--- config.mk ---
export PLATFORM = sky130hd
export DESIGN_NAME = battleship_game_ctrl
export DESIGN_NICKNAME = d
export VERILOG_FILES = /design/src/rtl/battleship_pkg.sv /design/src/rtl/battleship_game_ctrl_turn_timer.sv /design/src/rtl/battleship_game_ctrl.sv
export SDC_FILE = /design/constraint.sdc
export NUM_CORES = 1
export LEC_CHECK = 0
export CORE_MARGIN = 4
export CORE_UTILIZATION = 44
export DETAILED_ROUTE_END_ITERATION = 8
export PLACE_DENSITY = 0.79
export SYNTH_ARGS = -nofsm -noshare
export SYNTH_HDL_FRONTEND = slang
export SYNTH_HIERARCHICAL = 1
export SYNTH_SLANG_ARGS = --single-unit
--- constraint.sdc ---
create_clock -name clk -period 2.5 [get_ports clk]
set_input_delay 0.5 -clock clk [delete_from_list [all_inputs] [get_ports clk]]
set_output_delay 0.5 -clock clk [all_outputs]
set_load 0.02 [all_outputs]
--- src/rtl/battleship_pkg.sv ---
// Shared types for the battleship game controller: state encoding and ship-count type.
package battleship_pkg;

    localparam int unsigned SHIP_W        = 3;
    localparam int unsigned SEC_W         = 4;
    localparam int unsigned MAX_SHIPS_DEF = 5;

    typedef logic [SHIP_W-1:0] ship_cnt_t;

    typedef enum logic [2:0] {
        ST_IDLE        = 3'd0,
        ST_PLACE       = 3'd1,
        ST_ENEMY_PLACE = 3'd2,
        ST_PLAYER_TURN = 3'd3,
        ST_ENEMY_TURN  = 3'd4,
        ST_WIN         = 3'd5,
        ST_LOSE        = 3'd6
    } state_e;

endpackage

--- src/rtl/battleship_game_ctrl_turn_timer.sv ---
// Player turn countdown: a TICKS_PER_SEC prescaler and a seconds counter that flags a
// timeout on the wrap that finds the seconds counter already at zero.
module turn_timer
    import battleship_pkg::*;
#(
    parameter int unsigned TICKS_PER_SEC = 50_000_000,
    parameter int unsigned TURN_SECONDS  = 15
) (
    input  logic             clk,
    input  logic             rst,
    input  logic             i_load,
    input  logic             i_en,
    output logic [SEC_W-1:0] o_seconds,
    output logic             o_timeout_c
);

    localparam int unsigned PRESC_W = (TICKS_PER_SEC > 1) ? $clog2(TICKS_PER_SEC) : 1;

    logic [PRESC_W-1:0] r_presc;
    logic [SEC_W-1:0]   r_seconds;
    logic               w_wrap;

    assign w_wrap      = i_en && (r_presc == PRESC_W'(TICKS_PER_SEC - 1));
    assign o_timeout_c = w_wrap && (r_seconds == '0);
    assign o_seconds   = r_seconds;

    always_ff @(posedge clk) begin
        if (rst) begin
            r_presc   <= '0;
            r_seconds <= '0;
        end else if (i_load) begin
            r_presc   <= '0;
            r_seconds <= SEC_W'(TURN_SECONDS);
        end else if (i_en) begin
            if (w_wrap) begin
                r_presc <= '0;
                if (r_seconds != '0) begin
                    r_seconds <= r_seconds - SEC_W'(1);
                end
            end else begin
                r_presc <= r_presc + PRESC_W'(1);
            end
        end
    end

endmodule

--- src/rtl/battleship_game_ctrl.sv ---
// Battleship game sequencer: amount decision, placement, alternating turns, win/lose.
// Optional turn time limit enabled by defining BATTLESHIP_TURN_TIMEOUT_EN.
module battleship_game_ctrl
    import battleship_pkg::*;
#(
    parameter int unsigned MAX_SHIPS     = MAX_SHIPS_DEF,
    parameter int unsigned TICKS_PER_SEC = 50_000_000,
    parameter int unsigned TURN_SECONDS  = 15
) (
    input  logic             clk,
    input  logic             rst,
    input  logic             ships_decided,
    input  logic [2:0]       player_amount_ships,
    input  logic             place_confirm,
    input  logic             place_valid,
    input  logic             enemy_place_done,
    input  logic             player_shot_done,
    input  logic             player_sunk,
    input  logic             enemy_shot_done,
    input  logic             enemy_sunk,
    input  logic             new_game,
    output logic             amount_en,
    output logic             place_en,
    output logic             enemy_place_start,
    output logic             player_turn,
    output logic             enemy_turn,
    output logic             game_over,
    output logic             player_won,
    output logic [2:0]       fleet_size,
    output logic [2:0]       ships_placed,
    output logic [2:0]       player_left,
    output logic [2:0]       enemy_left,
    output logic [SEC_W-1:0] seconds_left,
    output logic [2:0]       state_o
);

    state_e    r_state;
    ship_cnt_t r_fleet_size;
    ship_cnt_t r_ships_placed;
    ship_cnt_t r_player_left;
    ship_cnt_t r_enemy_left;
    logic      r_enemy_place_start;

    logic      w_amount_ok;
    logic      w_to_player;
    logic      w_timeout;
    ship_cnt_t w_placed_inc;

    assign w_amount_ok  = (player_amount_ships != '0) &&
                          (32'(player_amount_ships) <= MAX_SHIPS);
    assign w_placed_inc = r_ships_placed + ship_cnt_t'(1);

    // Entry into PLAYER_TURN; also reloads the turn timer on the same edge.
    assign w_to_player = ((r_state == ST_ENEMY_PLACE) && enemy_place_done) ||
                         ((r_state == ST_ENEMY_TURN) && enemy_shot_done &&
                          !(enemy_sunk && (r_player_left == ship_cnt_t'(1))));

`ifdef BATTLESHIP_TURN_TIMEOUT_EN
    logic [SEC_W-1:0] w_seconds;

    turn_timer #(
        .TICKS_PER_SEC (TICKS_PER_SEC),
        .TURN_SECONDS  (TURN_SECONDS)
    ) u_turn_timer (
        .clk         (clk),
        .rst         (rst),
        .i_load      (w_to_player),
        .i_en        (r_state == ST_PLAYER_TURN),
        .o_seconds   (w_seconds),
        .o_timeout_c (w_timeout)
    );

    assign seconds_left = w_seconds;
`else
    assign w_timeout    = 1'b0;
    assign seconds_left = '0;
`endif

    always_ff @(posedge clk) begin
        if (rst) begin
            r_state             <= ST_IDLE;
            r_fleet_size        <= '0;
            r_ships_placed      <= '0;
            r_player_left       <= '0;
            r_enemy_left        <= '0;
            r_enemy_place_start <= 1'b0;
        end else begin
            r_enemy_place_start <= 1'b0;
            case (r_state)
                ST_IDLE: begin
                    if (ships_decided && w_amount_ok) begin
                        r_fleet_size   <= player_amount_ships;
                        r_player_left  <= player_amount_ships;
                        r_enemy_left   <= player_amount_ships;
                        r_ships_placed <= '0;
                        r_state        <= ST_PLACE;
                    end
                end
                ST_PLACE: begin
                    if (place_confirm && place_valid) begin
                        r_ships_placed <= w_placed_inc;
                        if (w_placed_inc == r_fleet_size) begin
                            r_state             <= ST_ENEMY_PLACE;
                            r_enemy_place_start <= 1'b1;
                        end
                    end
                end
                ST_ENEMY_PLACE: begin
                    if (enemy_place_done) begin
                        r_state <= ST_PLAYER_TURN;
                    end
                end
                // A shot resolving on the timeout cycle takes priority over the forfeit.
                ST_PLAYER_TURN: begin
                    if (player_shot_done) begin
                        if (player_sunk && (r_enemy_left != '0)) begin
                            r_enemy_left <= r_enemy_left - ship_cnt_t'(1);
                            r_state      <= (r_enemy_left == ship_cnt_t'(1)) ? ST_WIN : ST_ENEMY_TURN;
                        end else begin
                            r_state <= ST_ENEMY_TURN;
                        end
                    end else if (w_timeout) begin
                        r_state <= ST_ENEMY_TURN;
                    end
                end
                ST_ENEMY_TURN: begin
                    if (enemy_shot_done) begin
                        if (enemy_sunk && (r_player_left != '0)) begin
                            r_player_left <= r_player_left - ship_cnt_t'(1);
                            r_state       <= (r_player_left == ship_cnt_t'(1)) ? ST_LOSE : ST_PLAYER_TURN;
                        end else begin
                            r_state <= ST_PLAYER_TURN;
                        end
                    end
                end
                ST_WIN, ST_LOSE: begin
                    if (new_game) begin
                        r_state <= ST_IDLE;
                    end
                end
                default: r_state <= ST_IDLE;
            endcase
        end
    end

    assign amount_en         = (r_state == ST_IDLE);
    assign place_en          = (r_state == ST_PLACE);
    assign enemy_place_start = r_enemy_place_start;
    assign player_turn       = (r_state == ST_PLAYER_TURN);
    assign enemy_turn        = (r_state == ST_ENEMY_TURN);
    assign game_over         = (r_state == ST_WIN) || (r_state == ST_LOSE);
    assign player_won        = (r_state == ST_WIN);
    assign fleet_size        = r_fleet_size;
    assign ships_placed      = r_ships_placed;
    assign player_left       = r_player_left;
    assign enemy_left        = r_enemy_left;
    assign state_o           = r_state;

endmodule

==> results of run 1 <==
## registers in the layout, summed over array words and instances, names as in the netlist
name,count
enemy_left,3
enemy_place_start,1
fleet_size,3
player_left,3
ships_placed,3
state_o,3
## worst register-to-register path: stages (launching register included)
cell and delay, ns:
dfxtp_1 0.43, ha_1 0.28, xor2_1 0.15, o41ai_1 0.52
o2111ai_1 0.33, mux2i_1 0.24, a21oi_1 0.08
## final timing paths
kind / from / endpoint / slack (ns) / cells after the start
hold / removal: ships_placed[1] / ships_placed[1] / 0.49 / 2
hold reg to reg: ships_placed[1] / ships_placed[1] / 0.49 / 2
setup / recovery: state_o[1] / enemy_turn / 0.11 / 3
setup reg to reg: ships_placed[0] / state_o[1] / 0.34 / 6
## power by group
group          internal (uW)  switching (uW)  total, uW  leakage (uW)
clock network           88.7            85.2        174     0.0000210
registers                298            53.7        352      0.000131
logic                    263             290        553      0.000456
## synthesized netlist by cell type, drive strengths merged (2+ instances only)
| master | instances | area [um2] |
|---|---|---|
| a21oi | 12 | 60.1 |
| nand3b | 2 | 15.0 |
| clkbuf | 2 | 8.75 |
| mux2i | 7 | 70.1 |
| or3b | 2 | 17.5 |
| and2 | 2 | 12.5 |
| nor4bb | 2 | 20.0 |
| nor2 | 11 | 41.3 |
| or3 | 4 | 30.0 |
| nand2 | 14 | 52.6 |
| buf | 8 | 60.1 |
| ha | 7 | 87.6 |
| inv | 7 | 26.3 |
| o21ai | 4 | 20.0 |
| xor2 | 2 | 17.5 |
| and3 | 2 | 12.5 |
| a31oi | 3 | 18.8 |
| nor3 | 3 | 15.0 |
| clkinv | 3 | 13.8 |
| dfxtp | 16 | 320 |
## cell type report
cell class | count | area (um2) | share of cell area (%)
Multi-Input combinational cell | 99 | 684 | 45.6
Timing Repair Buffer | 39 | 383 | 25.5
Sequential cell | 16 | 323 | 21.5
Inverter | 10 | 40.0 | 2.67
Clock buffer | 4 | 36.3 | 2.42
Tap cell | 28 | 35.0 | 2.33
## stage by stage
stage / utilization, % / hold slack, ns / setup WS [ns]
after floorplan: - / 0.540 / 0.532
after global placement: 63.6 / 0.459 / 0.189
after detailed placement: 63.6 / 0.485 / 0.0959
after CTS: 65.2 / 0.499 / 0.0122
after global routing: 65.4 / 0.527 / 0.0365
final: 65.4 / 0.493 / 0.108
## what timing repair did
action | CTS | global route
setup endpoints to repair | 1 | 2
setup buffers | 0 | 0
gates resized for setup | 1 | 2
hold buffers | 0 | 0
gates cloned | 0 | 0
pin swaps | 0 | 0
## kinds of logic after synthesis
| family | synth area share (%) |
|---|---|
| AND/OR/NAND/NOR | 23.8 |
| flip-flops | 29.1 |
| XOR/XNOR | 4.54 |
| buffers and inverters | 9.87 |
| adder cells (fa/ha/maj) | 7.95 |
| other | 0.340 |
| AO/OA/AOI/OAI | 17.0 |
| multiplexers | 7.38 |
## layer usage
| layer | GRT usage (%) | share of wire (%) | wire (um) | vias up |
|---|---|---|---|---|
| li1 | - | - | - | 533 |
| met1 | 20.8 | 42 | 1170 | 499 |
| met2 | 31.5 | 52 | 1450 | 29 |
| met3 | 4.90 | 5.2 | 144 | 2 |
| met4 | 3.31 | 0.43 | 12 | 0 |
| met5 | 0 | 0 | 0 | - |
==> results.toml, run 1 <==
[synthesis]
avgSynthCellArea_um2 = 8.35
synth_cell_types = 45
synth_edf_count = 0
ys_seq_area_share_pct = 29.1
synth_flop_cell = "dfxtp_1"
synthArstFlopShare_pct = 0
ys_ff_latch = 16
syn_inst = 132
yosys_warnings = 6
netlist_area_mm2 = 0.00110

[floorplan]
dieArea_mm2 = 0.00337
std_cell_rows = 17
dieWidth_um = 58.1
io_pins = 40
start_util_pct = 48.0
coreArea_mm2 = 0.00230
die_height_um = 58.1

[timing]
setup_viol_count_final = 0
fin_crit_ns = 2.39
worst_pin_slew_ns = 0.596
hold_viol_final = 0
min_period_over_period_pct = 95.7
skew_ns = 0.00616
grt_setup_unrepaired = "false"
slew_viol_final = 0
slew_headroom_pct = 60.1
fin_setup_tns_ns = 0
fmax_mhz = 418

[routing]
drt_iter0_drc = 32
drtAntennaViolNets = 0
wl_um = 2780
firstDrtPassIters = 4
drc = 0
vias = 1063
wl_per_cell_um = 14.2
viasPerCell = 5.42

[clock_tree]
clkSinkCount = 16
clk_pin_slew_ns = 0.10
ctsRootBufferMaster = "clkbuf_4"
insertion_delay_ns = 0.29
cts_tree = "built"
cts_buffers = 3
htree_levels = 1
clk_path_buf_depth = 2

[final_layout]
layout_commonest_cell = "clkdlybuf4s50_1"
final_cell_mix = "34 x clkdlybuf4s50_1, 14 x nand2_1, 14 x dfxtp_1"
fin_cells = 196
diodes = 0
drive_above_1_share_pct = 10.1
fin_nets = 190
syn2layout_area_growth_pct = 36.2
nFillCells = 205
fin_area_mm2 = 0.00150

[grt]
grt_pass1_wl_um = 4710
track_usage_pct = 17.5
grt_max_degree = 17
grt_pass1_vias = 1055
antenna_found_initial = 0
grt_overflow = 0

[critical_path]
crit_family = "buffers and inverters"
critPathCaptureType = "output port"
path_max_fanout = 10
arrival_ns = 1.89
max_stage_delay_ns = 0.60
slowest_stage = "clkdlybuf4s50_1"
worstPathRequired_ns = 2.00
worst_setup_path_start_kind = "register"
crit_buf_inv = 2
crit_chain = "or3b_1 -> clkinv_1 -> clkdlybuf4s50_1"
crit_type = "register to output port"

[worst_hold_path]
hold_class = "register to register"

[pwr]
power_uw = 1080
p_leak_uw = 0.000609
power_density_mw_per_mm2 = 719
peakVddDrop_mv = 0.405

[flow_run]
drv_cap = 0

[placed_design]
place.gp.congestion = 0.763
io_buffers = 35
dp_hpwl_um = 2220
dpl_cell_area_mm2 = 0.00146
dp_cells = 192

[status]
outcome = "finished, final reports clean"
No activity file was read; power rests on OpenSTA's default activity.
==> inputs of run 2 (changes only) <==
- SYNTH_HIERARCHICAL: 1 -> default
==> results of run 2 <==
Final layout, timing and power as in run 1 (identical DEF).
Main changes from that run: Yosys warning count 6 -> 0
==> inputs of run 3 (changes only) <==
- CTS_CLUSTER_SIZE: default -> 25
- clock period: 2.5 -> 2.4 ns (I/O delays scaled with it)
==> run 3 against run 2 <==
Compared with the run above: sequential share of layout area about the same; critical endpoint unchanged; die area stayed put; non-clock buffer count rose by 1; utilization is 0.38 points higher; global-route usage unchanged; cell count increased by 0.51%; first-iteration DRC count decreased by 53%; register-to-register slack worse by 0.03 ns; routed wire length up 1.3%; highest routed layer unchanged; sequential power is 4% higher.
==> results.toml, run 3 <==
[status]
outcome = "finished, final reports clean"

[final_layout]
syn2layout_area_growth_pct = 37.0
diodes = 0
layout_commonest_cell = "clkdlybuf4s50_1"
final_cell_mix = "34 x clkdlybuf4s50_1, 14 x nand2_1, 14 x dfxtp_1"
fin_nets = 191
multi_input_area_um2 = 687
fin_cells = 197
nFillCells = 204
drive_above_1_share_pct = 11.2
regArea_um2 = 325

[synthesis]
syn_inst = 132
yosys.area.top_type_share_pct = 29.1
ys_seq_area_share_pct = 29.1
synth_flop_cell = "dfxtp_1"
avgSynthCellArea_um2 = 8.35
netlist_area_mm2 = 0.00110
synth.most_common_cell = "dfxtp_1"
synth_top_cell_by_area = "dfxtp_1"
synth_edf_count = 0
yosys_warnings = 0
yosys-top-cells-count = "16 x dfxtp_1, 14 x nand2_1, 12 x a21oi_1, 11 x nor2_1"
synthArstFlopShare_pct = 0
ys_ff_latch = 16
synth_area_leaders = "dfxtp_1 29%, ha_1 7.9%, mux2i_1 6.4%, a21oi_1 5.4%, nand2_1 4.8%"
synth_cell_types = 45

[routing]
drt_iter0_drc = 15
drc = 0
wl_per_cell_um = 14.3
viasPerCell = 5.34
drtAntennaViolNets = 0
vias = 1051
firstDrtPassIters = 4
wl_um = 2810

[placed_design]
place.gp.congestion = 0.820
post-place-ws_ns = 0.0584
dp_hpwl_um = 2240
dp_cells = 193
io_buffers = 35

[floorplan]
io_pins = 40
dieArea_mm2 = 0.00337
dieWidth_um = 58.1
std_cell_rows = 17
start_util_pct = 48.0
die_height_um = 58.1
coreArea_mm2 = 0.00230

[critical_path]
arrival_ns = 1.83
reg2reg_from = "ships_placed[0]"
critPathCaptureType = "output port"
worst_setup_path_start_kind = "register"
r2r_cells = 6
worstPathRequired_ns = 1.92
path_max_fanout = 10
worstReg2RegEnd = "state_o[1]"
reg2reg_slack_ns = 0.31
crit_type = "register to output port"

[clock_tree]
cts_buffers = 3
insertion_delay_ns = 0.29
clkSinkCount = 16
ctsRootBufferMaster = "clkbuf_4"
clk_pin_slew_ns = 0.11
cts_tree = "built"
clk_path_buf_depth = 2
htree_levels = 1

[timing]
grt_setup_unrepaired = "false"
fmax_mhz = 432
skew_ns = 0.0123
worst_pin_slew_ns = 0.595
setup_viol_count_final = 0
hold_viol_final = 0
slew_headroom_pct = 60.2
fin_crit_ns = 2.31
fin_setup_tns_ns = 0
fin_hold_ws_ns = 0.486
slew_viol_final = 0
min_period_over_period_pct = 96.4
timing.final.ws_setup_ns = 0.0854

[grt]
grt_pass1_wl_um = 4670
grt_overflow = 0
busiest_layer = "met2"
grt_util_met2_pct = 31.5
track_usage_pct = 17.5
grt_max_degree = 17
antenna_found_initial = 0
use_met1_pct = 20.4
grt_pass1_vias = 1079
grt.met3_usage_pct = 4.45

[worst_hold_path]
whs_endpoint = "ships_placed[1]"
hold_depth = 2
hold_class = "register to register"
holdCritStartpoint = "ships_placed[1]"

[pwr]
peakVddDrop_mv = 0.537
comb_power_share_pct = 51.1
p_int_uw = 675
power_density_mw_per_mm2 = 746
p_leak_uw = 0.000605
switching_share_pct = 40.1
seqPwrFrac_pct = 32.6
p_switching_uw = 451
p_clk_share_pct = 16.3

[flow_run]
drv_cap = 0
-- run 3: critical path: stages, from the launching register on --
cell             delay, ns
dfxtp_1               0.41
or3b_4                0.46
clkinv_1              0.07
clkdlybuf4s50_1       0.60
-- run 3: cell type report --
type	instances	share of cell area (%)
Multi-Input combinational cell	99	45.5
Sequential cell	16	21.5
Timing Repair Buffer	40	25.6
Inverter	10	2.65
Clock buffer	4	2.40
Tap cell	28	2.32
-- run 3: per-stage QoR --
step | cell area, um2 | utilization (%) | total power [uW]
2_1_floorplan | 1110 | - | 746
3_3_place_gp | 1470 | 63.9 | 928
3_5_place_dp | 1470 | 63.9 | 947
4_1_cts | 1510 | 65.5 | 1130
5_1_grt | 1510 | 65.7 | 1200
6_report | 1510 | 65.7 | 1130
-- run 3: cell families (layout without fill, tap and decap cells) --
kind of cell | after synthesis | in the layout | share of synthesized area [%]
simple gates | 49 | 49 | 23.8
compound gates | 27 | 27 | 17.0
buf+inv | 20 | 54 | 9.87
flops | 16 | 16 | 29.1
mux | 8 | 8 | 7.38
fa+ha+maj | 7 | 7 | 7.95
xor+xnor | 4 | 4 | 4.54
other cells | 1 | 4 | 0.340
-- run 3: power groups by stage --
stage | clock network, uW | registers, uW | logic, uW
2_1_floorplan | 0 | 403 | 343
3_5_place_dp | 0 | 370 | 577
5_1_grt | 203 | 379 | 619
4_1_cts | 188 | 366 | 575
3_3_place_gp | 0 | 367 | 560
6_report | 184 | 367 | 575
-- run 3: what timing repair did --
action	in CTS	in global routing
resized for setup	3	2
hold buffers	0	0
buffers inserted	0	0
endpoints found under the setup margin	2	1
-- run 3: worst max path at each step --
stage	start	endpoint	slack, ns	cells after the start
6_report	state_o[1]	enemy_turn	0.09	3
5_1_grt	state_o[1]	enemy_turn	0.009	3
4_1_cts	state_o[1]	enemy_turn	0.03	3
3_5_place_dp	place_valid	state_o[1]	0.06	6
3_3_place_gp	player_amount_ships[2]	state_o[1]	0.14	6
2_1_floorplan	state_o[0]	state_o[1]	0.43	7
-- run 3: routing by layer --
metal  vias up  part of all wire, %
li1        529                    -
met1       488                   42
met2        32                   52
met3         2                  5.3
met4         0                 0.43
met5         -                    0
